File: src/rtl/mux_pkg.sv
// Shared types and helpers for the registered M:1 channel selector.
// Mode encoding and round-robin pointer advance.
package mux_pkg;

    typedef enum logic {
        MODE_SELECT = 1'b0,
        MODE_RR     = 1'b1
    } mux_mode_t;

    function automatic int rr_next(input int ptr, input int m);
        return (ptr + 1 >= m) ? 0 : ptr + 1;
    endfunction

endpackage

File: src/rtl/rr_arbiter.sv
// Rotating priority encoder: first set request at or after ptr.
// Purely combinational; scan wraps modulo M.
module rr_arbiter
    import mux_pkg::*;
#(
    parameter  int M  = 4,
    localparam int SW = $clog2(M)
) (
    input  logic [M-1:0]  req,
    input  logic [SW-1:0] ptr,
    output logic          found,
    output logic [SW-1:0] idx
);

    logic [M-1:0] rot;
    int           off;
    int           sum;

    always_comb begin
        rot   = M'({req, req} >> ptr);
        found = 1'b0;
        off   = 0;
        // Scan downward so the lowest rotated offset wins.
        for (int k = M - 1; k >= 0; k--) begin
            if (rot[k]) begin
                found = 1'b1;
                off   = k;
            end
        end
        sum = int'(ptr) + off;
        if (sum >= M) begin
            sum = sum - M;
        end
        idx = SW'(sum);
    end

endmodule

File: src/rtl/mux_rr_arb.sv
// Registered M:1 channel selector, SELECT or ROUND_ROBIN mode,
// valid/ready on both sides, one-entry output register.
module mux_rr_arb
    import mux_pkg::*;
#(
    parameter  int N  = 32,
    parameter  int M  = 4,
    localparam int SW = $clog2(M)
) (
    input  logic           clk,
    input  logic           rst,
    input  logic           enable,
    input  logic           mode,
    input  logic [SW-1:0]  S,
    input  logic [M*N-1:0] in_data,
    input  logic [M-1:0]   in_valid,
    output logic [M-1:0]   in_ready,
    output logic [N-1:0]   out_data,
    output logic           out_valid,
    input  logic           out_ready,
    output logic [SW-1:0]  grant
);

    mux_mode_t     md;
    logic [SW-1:0] ptr;
    logic [SW-1:0] c;
    logic          c_ok;
    logic          can_load;
    logic          xfer;
    logic          arb_found;
    logic [SW-1:0] arb_idx;
    logic [N-1:0]  c_data;

    assign md = mux_mode_t'(mode);

    rr_arbiter #(
        .M(M)
    ) u_arb (
        .req  (in_valid),
        .ptr  (ptr),
        .found(arb_found),
        .idx  (arb_idx)
    );

    always_comb begin
        c    = S;
        c_ok = int'(S) < M;
        if (md == MODE_RR) begin
            c    = arb_idx;
            c_ok = arb_found;
        end
    end

    // Gating with rst keeps every in_ready low while reset is held.
    assign can_load = rst && enable && (!out_valid || out_ready);

    always_comb begin
        in_ready = '0;
        c_data   = '0;
        for (int i = 0; i < M; i++) begin
            if (c == SW'(i)) begin
                in_ready[i] = can_load && c_ok;
                c_data      = in_data[i*N +: N];
            end
        end
    end

    assign xfer = |(in_valid & in_ready);

    always_ff @(posedge clk or negedge rst) begin
        if (!rst) begin
            out_valid <= 1'b0;
            out_data  <= '0;
            grant     <= '0;
            ptr       <= '0;
        end else if (xfer) begin
            out_valid <= 1'b1;
            out_data  <= c_data;
            grant     <= c;
            if (md == MODE_RR) begin
                ptr <= SW'(rr_next(int'(c), M));
            end
        end else if (out_valid && out_ready) begin
            out_valid <= 1'b0;
            out_data  <= '0;
        end
    end

endmodule

File: config.mk
export PLATFORM = sky130hd
export DESIGN_NAME = mux_rr_arb
export DESIGN_NICKNAME = d
export VERILOG_FILES = /design/src/rtl/mux_pkg.sv /design/src/rtl/rr_arbiter.sv /design/src/rtl/mux_rr_arb.sv
export SDC_FILE = /design/constraint.sdc
export NUM_CORES = 1
export LEC_CHECK = 0
export CORE_MARGIN = 3
export CORE_UTILIZATION = 39
export DETAILED_ROUTE_END_ITERATION = 8
export PLACE_DENSITY_LB_ADDON = 0.1
export SYNTH_ARGS = -nofsm -noshare
export SYNTH_HDL_FRONTEND = slang
export SYNTH_SLANG_ARGS = --single-unit
File: constraint.sdc
create_clock -name clk -period 6.9 [get_ports clk]
set_input_delay 1.38 -clock clk [delete_from_list [all_inputs] [get_ports clk]]
set_output_delay 1.38 -clock clk [all_outputs]
set_load 0.02 [all_outputs]
## Yosys cells after proc, flatten, opt, wreduce, memory -nomap -nowiden

Index checks and enable logic that the tools add are counted.

- Bits in registers: 37
- Output and inout port bits: 39
- Word-level logic and storage cells: 48
- Input bits: 139

- $add $sub $neg: 3
- Muxes and demuxes: 24
- Magnitude comparators: 2
- Reduce and logical (&&, ||, !) cells: 10
- Bitwise operators: 1
- Shifts and indexed selects: 1
- Equal/unequal tests: 3

Operators with widths:

| kind | count |
|---|---|
| $mux 32 | 6 |
| $mux 2 | 7 |
| $mux 1 | 11 |
| $shr 8x2->4 | 1 |
| $ge 3x3->1 const B | 2 |
| $and 4x4->4 | 1 |
| $eq 2x2->1 const B | 2 |
| $logic_and 1x1->1 | 4 |
| $reduce_or 4->1 | 1 |
| $add 2x1->3 const B | 1 |
| $add 2x2->3 | 1 |
| $eq 2x1->1 const B | 1 |
| $logic_not 2->1 | 1 |
| $reduce_and 2->1 | 1 |
| $reduce_bool 2->1 | 1 |
| $sub 2x1->2 const B | 1 |
| $logic_not 1->1 | 1 |
| $logic_or 1x1->1 | 1 |

## Longest topological paths before layout

Gate-level depths: netlist (run 1).

- Word-level depth: 15
- Gate-level depth with buffers: 17
- Mapped depth without buffers: 13

## Hierarchy

A second synthesis (run 1) with hierarchy kept.

- Cell total of the unflattened synthesis: 243
- Area, all modules: 2547.4 um^2

By module, submodules not included:

| module | instances | seq. area each (um^2) | cells each | area an instance (um^2) |
|---|---|---|---|---|
| mux_rr_arb | 1 | 925.9 | 220 | 2367.3 |
| rr_arbiter | 1 | 0.0 | 23 | 180.2 |

## Worst setup path after synthesis (run 1)

Ideal clock, no wire load.

- Path kind: input -> output
- Start point: input port in_valid[2]
- End point: output port in_ready[2]
- Path buffers: 3
- Data required time: 5520 ps
- Arrival time: 3674 ps
- Cell stages on the path: 11
- Setup slack: 1846 ps
- Cells stage by stage: clkbuf_1 > nand2_1 > a21oi_1 > o22ai_1 > o21a_1 > ha_1 > mux2i_1 > ha_1 > clkbuf_1 > clkbuf_1 > and2_1

- Word-level cells in the longest chain between the ends: 11
- Elaborated cells between the ends (all ways): 18
- Classes of those cells: 2 x add/sub; 1 x order compare; 1 x eq/ne; 1 x shift; 12 x mux; 1 x reduce/logical

RTL lines:

| what | line | text |
|---|---|---|
| start: declaration | mux_rr_arb.sv:16 | `input logic [M-1:0] in_valid,` |
| $shr 8x2->4 (*) | rr_arbiter.sv:20 | `rot = M'({req, req} >> ptr);` |
| $mux 2 (4 in a row) | rr_arbiter.sv:25 | `if (rot[k]) begin` |
| $add 2x2->3 | rr_arbiter.sv:30 | `sum = int'(ptr) + off;` |
| $ge 3x3->1 / $sub 2x1->2 (equally long branches) | rr_arbiter.sv:31, rr_arbiter.sv:32 |  |
| $mux 2 | rr_arbiter.sv:31 | `if (sum >= M) begin` |
| $mux 2 | mux_rr_arb.sv:48 | `if (md == MODE_RR) begin` |
| $eq 2x2->1 | mux_rr_arb.sv:61 | `if (c == SW'(i)) begin` |
| $mux 1 (*) | mux_rr_arb.sv:61 |  |
| end: declaration | mux_rr_arb.sv:17 | `output logic [M-1:0] in_ready,` |

Every way passes the cells marked *; elsewhere a longest branch is shown, timed or not.

## Worst setup path after layout (run 1)

- Start point: input port in_valid[2]
- End point: output port in_ready[0]

- Word-level cells in the longest chain between the ends: 11
- Elaborated cells between the ends (all ways): 18
- Classes of those cells: 2 x add/sub; 1 x order compare; 1 x shift; 12 x mux; 2 x reduce/logical

RTL lines:

| what | line |
|---|---|
| $shr 8x2->4 (*) | rr_arbiter.sv:20 |
| $mux 2 (4 in a row) | rr_arbiter.sv:25 |
| $add 2x2->3 | rr_arbiter.sv:30 |
| $ge 3x3->1 / $sub 2x1->2 (equally long branches) | rr_arbiter.sv:31, rr_arbiter.sv:32 |
| $mux 2 | rr_arbiter.sv:31 |
| $mux 2 | mux_rr_arb.sv:48 |
| $logic_not 2->1 | mux_rr_arb.sv:61 |
| $mux 1 (*) | mux_rr_arb.sv:61 |

Marked as above.

==> summary.md, run 1 <==
| Metric | Value |
|---|---|
| Proportion of layout cells with a drive suffix above 1 | 4.366% |
| Critical-path maximum fanout | 11 |
| Startpoint type of the worst setup path | primary input |
| Most frequent cell after synthesis | nand2_1 |
| Total GRT Usage | 23.53% |
| Clock tree sinks | 37 |
| Slew at the pin with the worst max-slew slack | 1.148 ns |
| Per-instance average area after synthesis | 8.192 sq um |
| Total power divided by cell area | 379.2 mW/mm^2 |
| Static Leakage | 1.880 nW |
| Status | finished, final reports clean |
| Number of maximum-capacitance violations | 0 |
| Pins over their slew limit | 0 |
| Detailed-routing iteration count for the pre-antenna-repair pass | 5 |
| Number of input and output port buffers inserted | 177 |
| Worst max-slew margin expressed relative to the limit | about a quarter |
| Worst path required time | 5.52 ns |
| Via count of the first global-routing pass | between 3000 and 4000 |
| Count of buffer and inverter cells on the critical path | 2 |
| Total Neg Setup Slack | 0 ns |
| Nets in the synthesized netlist | 471 |
| Post-CTS Hold Buffers | 0 |
| Worst min-delay path class | reg2reg |
| Number of enable flip-flop cells after synthesis | 0 |
| Avg WL per Cell | 16.56 um |
| Cell variety after synth | 31 |
| Die H | 88.88 um |
| Global-route wire length before repair | 14490 um |
| Core region area | between 0.006 and 0.007 sq mm |
| Clk_lat worst skew | 0.28 ns |
| Top cell family by delay on the critical path | buffers and inverters |
| FILL cells | 556 |
| Worst Setup Slack, final | about 1.3 ns |
| Antenna violations before repair | 0 |
| Worst IR drop on VDD | approximately 170 uV |
| Worst setup EP type | output port |
| Final setup violation count | 0 |
| Max stage delay on crit path | 0.66 ns |
| Data arrival time of the critical path | 4.22 ns |
| Post-detail-place hpwl | 6831 um |
| Cell at the root of the clock tree | clkbuf_8 |
| Vias post-DR | 3118 |
| CTS max path bufs | 2 |
| Syn Std Cell Area | 0.002679 sq mm |
| Cells after Synth | approximately 330 |
| Number of antenna cells inserted | 0 |
| Top-level I/O count | ~180 |
| Fraction of post-synthesis cell area in the top cell type by area | 34.56% |
| Post-place setup slack | around 1.3 ns |
| TritonCTS clock tree | yes |
| Period utilization | approximately four fifths |
| Final wirelength | 9240 um |
| P&R area growth vs syn | 69.50% |
| Final Hold Vio Count | 0 |
| Largest net degree at the start of global routing | 66 |
| Number of standard-cell rows in the floorplan | 29 |
| Final critical delay including setup and external delays | 5.597 ns |
| Total gr overflow | 0 |
| Synth top cells by count | nand2_1, dfrtp_1, a21oi_1 |
| Number of remaining DRC errors | 0 |
| Vias per std cell | between 5 and 6 |
| Slowest-stage cell, CP | clkdlybuf4s50_1 |
| Highest achievable clock rate | 0.1787 GHz |
| H-Tree Depth | 2 |
| Cells traversed along the worst timing path | clkdlybuf4s50_1, nand2_1, a21oi_1, o22ai_1, o21a_1, ha_1, nand2_1, nor3_1, nor3_1, ha_1, and2_1, clkdlybuf4s50_1 |
| Final antenna-violating net count | 0 |
| Syn. warnings | 0 |
| Sum of internal, switching and leakage power | roughly 1.7 mW |
| Clock slew seen by the registers of the worst setup and hold paths | about 0.070 ns |
| Starting utilization of the core area | 41.24% |
| Flip-flop cell with the highest count after synthesis | dfrtp_1 |
| Share of synthesized area occupied by flip-flops and latches | about 35% |
| Die W | 88.88 um |
| DIE AREA | 0.007900 sq mm |
| Setup Buffers After CTS | 0 |
| Post-synthesis cell type with the largest combined area | dfrtp_1 |
| Post-layout nets | between 600 and 700 |
| Kind of critical path | in2out |
| Count of instances resized after the clock tree is built | 0 |
| Number of buffers added by the clock tree synthesis step | 5 |
| Most area-consuming cells after synthesis | dfrtp_1, a211o_1, a221oi_1, a31oi_1, a21oi_1 |
| Number of violations reported at the end of detailed-routing iteration 0 | 160 |
| RSZ-0062 raised after global routing | false |
| Worst clock skew | 0.001740 ns |
| Placer congestion estimate | 0.8105 |
| Number of synthesized register bits | 37 |
| Share of async-settable or async-resettable flops after synthesis | 100.0% |
[cells by family (layout without fill, tap and decap cells)]
| kind of cell | count (synthesis) | after routing | synth area share [%] |
|---|---|---|---|
| buffers and inverters | 71 | 225 | 10.28 |
| multiplexers | 6 | 6 | 2.289 |
| AO/OA/AOI/OAI | 148 | 148 | 40.26 |
| XOR/XNOR | 1 | 1 | 0.3270 |
| adder cells (fa/ha/maj) | 5 | 5 | 2.335 |
| AND/OR/NAND/NOR | 59 | 59 | 9.948 |
| flip-flops | 37 | 37 | 34.56 |
[worst min-delay path, cell delays in order (launching register included)]
cell and delay (ns):
dfrtp_1 0.35, mux2i_1 0.07, nand3_1 0.08
[worst paths after layout]
check	startpoint	end	slack, ns	cells after the start
max in group asynchronous	rst	out_data[22]	5.40	2
hold / removal	grant[1]	grant[1]	0.53	2
setup reg to reg	ptr[1]	ptr[1]	2.80	13
hold reg to reg	grant[1]	grant[1]	0.53	2
setup / recovery	in_valid[2]	in_ready[0]	1.30	12
min in group asynchronous	rst	grant[1]	1.14	2
[registers in the layout, indices dropped and copies added, names as in the netlist]
name       flops
grant          2
out_data      32
out_valid      1
ptr            2
[layout by cell type (no fill, tap or decap), drive strengths merged, types with 2 or more instances in the layout]
| cell type | Yosys | layout |
|---|---|---|
| clkdlybuf4s50 | 0 | 176 |
| nand2 | 39 | 39 |
| dfrtp | 37 | 37 |
| a21oi | 36 | 36 |
| inv | 34 | 34 |
| a31oi | 34 | 34 |
| a221oi | 32 | 32 |
| a211o | 32 | 32 |
| buf | 9 | 8 |
| nor2b | 7 | 7 |
| clkbuf | 28 | 7 |
| mux2i | 5 | 5 |
| ha | 5 | 5 |
| and2 | 4 | 4 |
| o211ai | 2 | 2 |
| o21a | 2 | 2 |
| o21bai | 2 | 2 |
| a32o | 2 | 2 |
| nor2 | 2 | 2 |
| nor3 | 2 | 2 |
| or2 | 2 | 2 |
| a22oi | 2 | 2 |
[stage by stage]
| stage | hold WS [ns] | cell area [sq um] | util, % | cells |
|---|---|---|---|---|
| after global routing | 0.5421 | 4541 | 69.91 | 558 |
| after floorplan | 0.5793 | 2679 | - | 327 |
| after global placement | 0.5131 | 4454 | 68.58 | 551 |
| after detailed placement | 0.5126 | 4454 | 68.58 | 551 |
| after CTS | 0.5312 | 4541 | 69.91 | 558 |
| final | 0.5271 | 4541 | 69.91 | 558 |
[final cells by class]
type / instances / area (sq um) / area share, %
clock buffer: 7 / 86.33 / 1.901
sequential: 37 / 925.9 / 20.39
inverter: 34 / 127.6 / 2.811
multi-input combinational: 219 / 1485 / 32.71
tap: 77 / 96.34 / 2.122
timing repair buffer: 184 / 1819 / 40.07
[per-layer routing]
| layer | up-vias | GRT usage [%] | wire (um) |
|---|---|---|---|
| li1 | 1523 | - | - |
| met1 | 1439 | 28.09 | 3653 |
| met3 | 4 | 7.542 | 928 |
| met4 | 0 | 4.258 | 59 |
| met5 | - | 0 | 0 |
| met2 | 152 | 41.70 | 4599 |
[report_power, final]
| group | leakage [nW] | total (mW) | internal (mW) | switching, mW |
|---|---|---|---|---|
| Combinational | 1.38 | 1.17 | 0.561 | 0.610 |
| Clock | 0.0443 | 0.154 | 0.0793 | 0.0744 |
| Sequential | 0.452 | 0.396 | 0.324 | 0.0725 |
| Total | 1.88 | 1.72 | 0.965 | 0.757 |
No activity file was read; power rests on OpenSTA's default activity.
==> inputs of run 2 (changes only) <==
- CORE_UTILIZATION: 39 -> 33
- clock period: 6.9 -> 5.1 ns (I/O delays scaled with it)
==> run 2 against run 1 <==
Compared with the run above: critical path depth shrank 1; clock-buffer cell count is the same; die area grew 17%; critical endpoint is now in_ready[1]; highest routed layer unchanged.
==> summary.md, run 2 (synthesized netlist as in run 1, its figures left out) <==
| Metric | Value |
|---|---|
| Worst clock skew | 0.006160 ns (+0.004419 ns) |
| Cell at the root of the clock tree | clkbuf_8 |
| Top cell family by delay on the critical path | buffers and inverters |
| Final setup violation count | 0 (unchanged) |
| FILL cells | 759 (+37%) |
| Final worst hold slack | 0.5548 ns (+0.02774 ns) |
| Kind of critical path | in2out |
| Total power divided by cell area | 510.0 mW/mm^2 (+34%) |
| Most frequent standard cell in the layout excluding fill and tap cells | clkdlybuf4s50_1 |
| Core region area | 0.007807 sq mm (+20%) |
| H-Tree Depth | 2 (unchanged) |
| Largest net degree at the start of global routing | 65 (-1.5%) |
| Post-detail-place hpwl | 6989 um (+2.3%) |
| Number of standard-cell rows in the floorplan | 32 (+10%) |
| Die H | 96.10 um (+8.1%) |
| Total gr overflow | 0 (unchanged) |
| Clock tree sinks | 37 (unchanged) |
| Proportion of layout cells with a drive suffix above 1 | 4.762% (+0.40 points) |
| Global-route wire length before repair | 14300 um (-1.3%) |
| Max stage delay on crit path | 0.68 ns (+0.02 ns) |
| Worst min-delay path class | reg2reg |
| Starting utilization of the core area | 34.31% (-6.9 points) |
| Detailed-routing iteration count for the pre-antenna-repair pass | 4 (-1) |
| Most flop-heavy register | out_data |
| Clock slew seen by the registers of the worst setup and hold paths | 0.07 ns (about the same) |
| Slew at the pin with the worst max-slew slack | 1.174 ns (+0.02518 ns) |
| Critical-path maximum fanout | 11 (unchanged) |
| Number of input and output port buffers inserted | 177 (unchanged) |
| Post-place setup slack | 0.2500 ns (-1.063 ns) |
| Data arrival time of the critical path | 3.85 ns (-0.37 ns) |
| Cells traversed along the worst timing path | clkdlybuf4s50_1, nand2_1, a21oi_1, o22ai_1, o21a_1, ha_1, mux2i_1, inv_1, ha_1, and2_1, clkdlybuf4s50_1 |
| Final antenna-violating net count | 0 (unchanged) |
| Worst path required time | 4.08 ns (-1.44 ns) |
| Static Leakage | 1.893 nW (+0.69%) |
| RSZ-0062 raised after global routing | false |
| CTS max path bufs | 2 (unchanged) |
| Avg WL per Cell | 16.06 um (-3.0%) |
| TritonCTS clock tree | yes |
| Number of violations reported at the end of detailed-routing iteration 0 | 139 (-13%) |
| Placer congestion estimate | 0.8872 (+9.5%) |
| Startpoint type of the worst setup path | primary input |
| Number of antenna cells inserted | 0 (unchanged) |
| Pins over their slew limit | 0 (unchanged) |
| Clk_lat worst skew | 0.28 ns (about the same) |
| Worst setup EP type | output port |
| Die W | 96.10 um (+8.1%) |
| Final Hold Vio Count | 0 (unchanged) |
| Number of remaining DRC errors | 0 (unchanged) |
| Worst IR drop on VDD | 197.5 uV (+14%) |
| P&R area growth vs syn | 71.70% |
| Leading cell types in the layout, fill and taps excluded | clkdlybuf4s50_1, nand2_1, dfrtp_1, a21oi_1 |
| DIE AREA | 0.009234 sq mm (+17%) |
| Total GRT Usage | 19.77% (-3.8 points) |
| Final wirelength | 9395 um (+1.7%) |
| Post-layout nets | 627 (+0.32%) |
| Via count of the first global-routing pass | 2970 (-1.5%) |
| Total Neg Setup Slack | 0 ns (unchanged) |
| Setup Buffers After CTS | 0 (unchanged) |
| Number of buffers added by the clock tree synthesis step | 5 (unchanged) |
| Antenna violations before repair | 0 (unchanged) |
| Vias post-DR | 3104 (-0.45%) |
| Count of instances resized after the clock tree is built | 0 (unchanged) |
| Period utilization | around 95% |
| Multi-input combinational cell area | 0.001485 sq mm (unchanged) |
| Largest register FFs | 32 (unchanged) |
| Highest achievable clock rate | 0.2054 GHz |
| Top-level I/O count | 178 (unchanged) |
| Core utilization of the finished layout | 58.91% (-11 points) |
| Count of buffer and inverter cells on the critical path | 3 (+1) |
| Post-CTS Hold Buffers | 0 (unchanged) |
| Slowest-stage cell, CP | clkdlybuf4s50_1 |
| Status | finished, final reports clean |
| Worst max-slew margin expressed relative to the limit | 21.57% (-1.7 points) |
| Worst Setup Slack, final | 0.2308 ns (-1.072 ns) |
| Number of maximum-capacitance violations | 0 (unchanged) |
| Final critical delay including setup and external delays | 4.869 ns |
| Area occupied by registers | 925.9 sq um (unchanged) |
| Largest registers in the final layout | out_data: 32 flops, grant: 2 flops, ptr: 2 flops |
| Vias per std cell | 5.306 (-5.0%) |
[run 2: cell types whose count changed in the layout (fill, tap and decap cells not counted)]
cell    change
buf_4       +1
buf_12      +1
[run 2: layout make-up]
| type | count | area share [%] |
|---|---|---|
| tap | 102 | 2.775 |
| timing repair buffer | 186 | 40.15 |
| clock buffer | 7 | 1.877 |
| inverter | 34 | 2.775 |
| multi-input combinational | 219 | 32.29 |
| sequential | 37 | 20.13 |
[run 2: routing by layer]
| layer | share of wire [%] | global-route usage, % | vias up |
|---|---|---|---|
| li1 | - | - | 1529 |
| met1 | 39 | 23.49 | 1464 |
| met2 | 52 | 35.14 | 102 |
| met3 | 7.6 | 5.317 | 9 |
| met4 | 1.2 | 4.858 | 0 |
| met5 | 0 | 0 | - |
[run 2: per-stage QoR]
| stage | power [mW] | area (sq um) | std cells |
|---|---|---|---|
| 5_1_grt | 2.542 | 4599 | 585 |
| 4_1_cts | 2.380 | 4599 | 585 |
| 3_3_place_gp | 2.135 | 4513 | 578 |
| 6_report | 2.346 | 4599 | 585 |
| 3_5_place_dp | 2.163 | 4513 | 578 |
| 2_1_floorplan | 1.550 | 2679 | 327 |
[run 2: worst reg2reg max path: cells and delay by family (launching register included)]
kind	cells	cell delay (ns)
AO/OA/AOI/OAI	7	1.34
flip-flops	1	0.52
buffers and inverters	2	0.73
AND/OR/NAND/NOR	4	0.59
adder cells (fa/ha/maj)	2	0.40
[run 2: worst paths after layout]
| kind | endpoint | slack (ns) | depth (start not counted) | startpoint |
|---|---|---|---|---|
| max in group asynchronous | out_data[19] | 3.90 | 2 | rst |
| hold reg to reg | grant[0] | 0.55 | 2 | grant[0] |
| hold / removal | grant[0] | 0.55 | 2 | grant[0] |
| min in group asynchronous | grant[0] | 0.86 | 2 | rst |
| setup reg to reg | out_data[13] | 1.44 | 15 | ptr[1] |
| setup / recovery | in_ready[1] | 0.23 | 11 | in_valid[2] |
[run 2: report_power, final]
part           leakage, nW  total (mW)  switching (mW)  internal (mW)
Clock               0.0443       0.208           0.101          0.107
Sequential           0.452       0.530          0.0922          0.438
Combinational         1.40        1.61           0.835          0.772
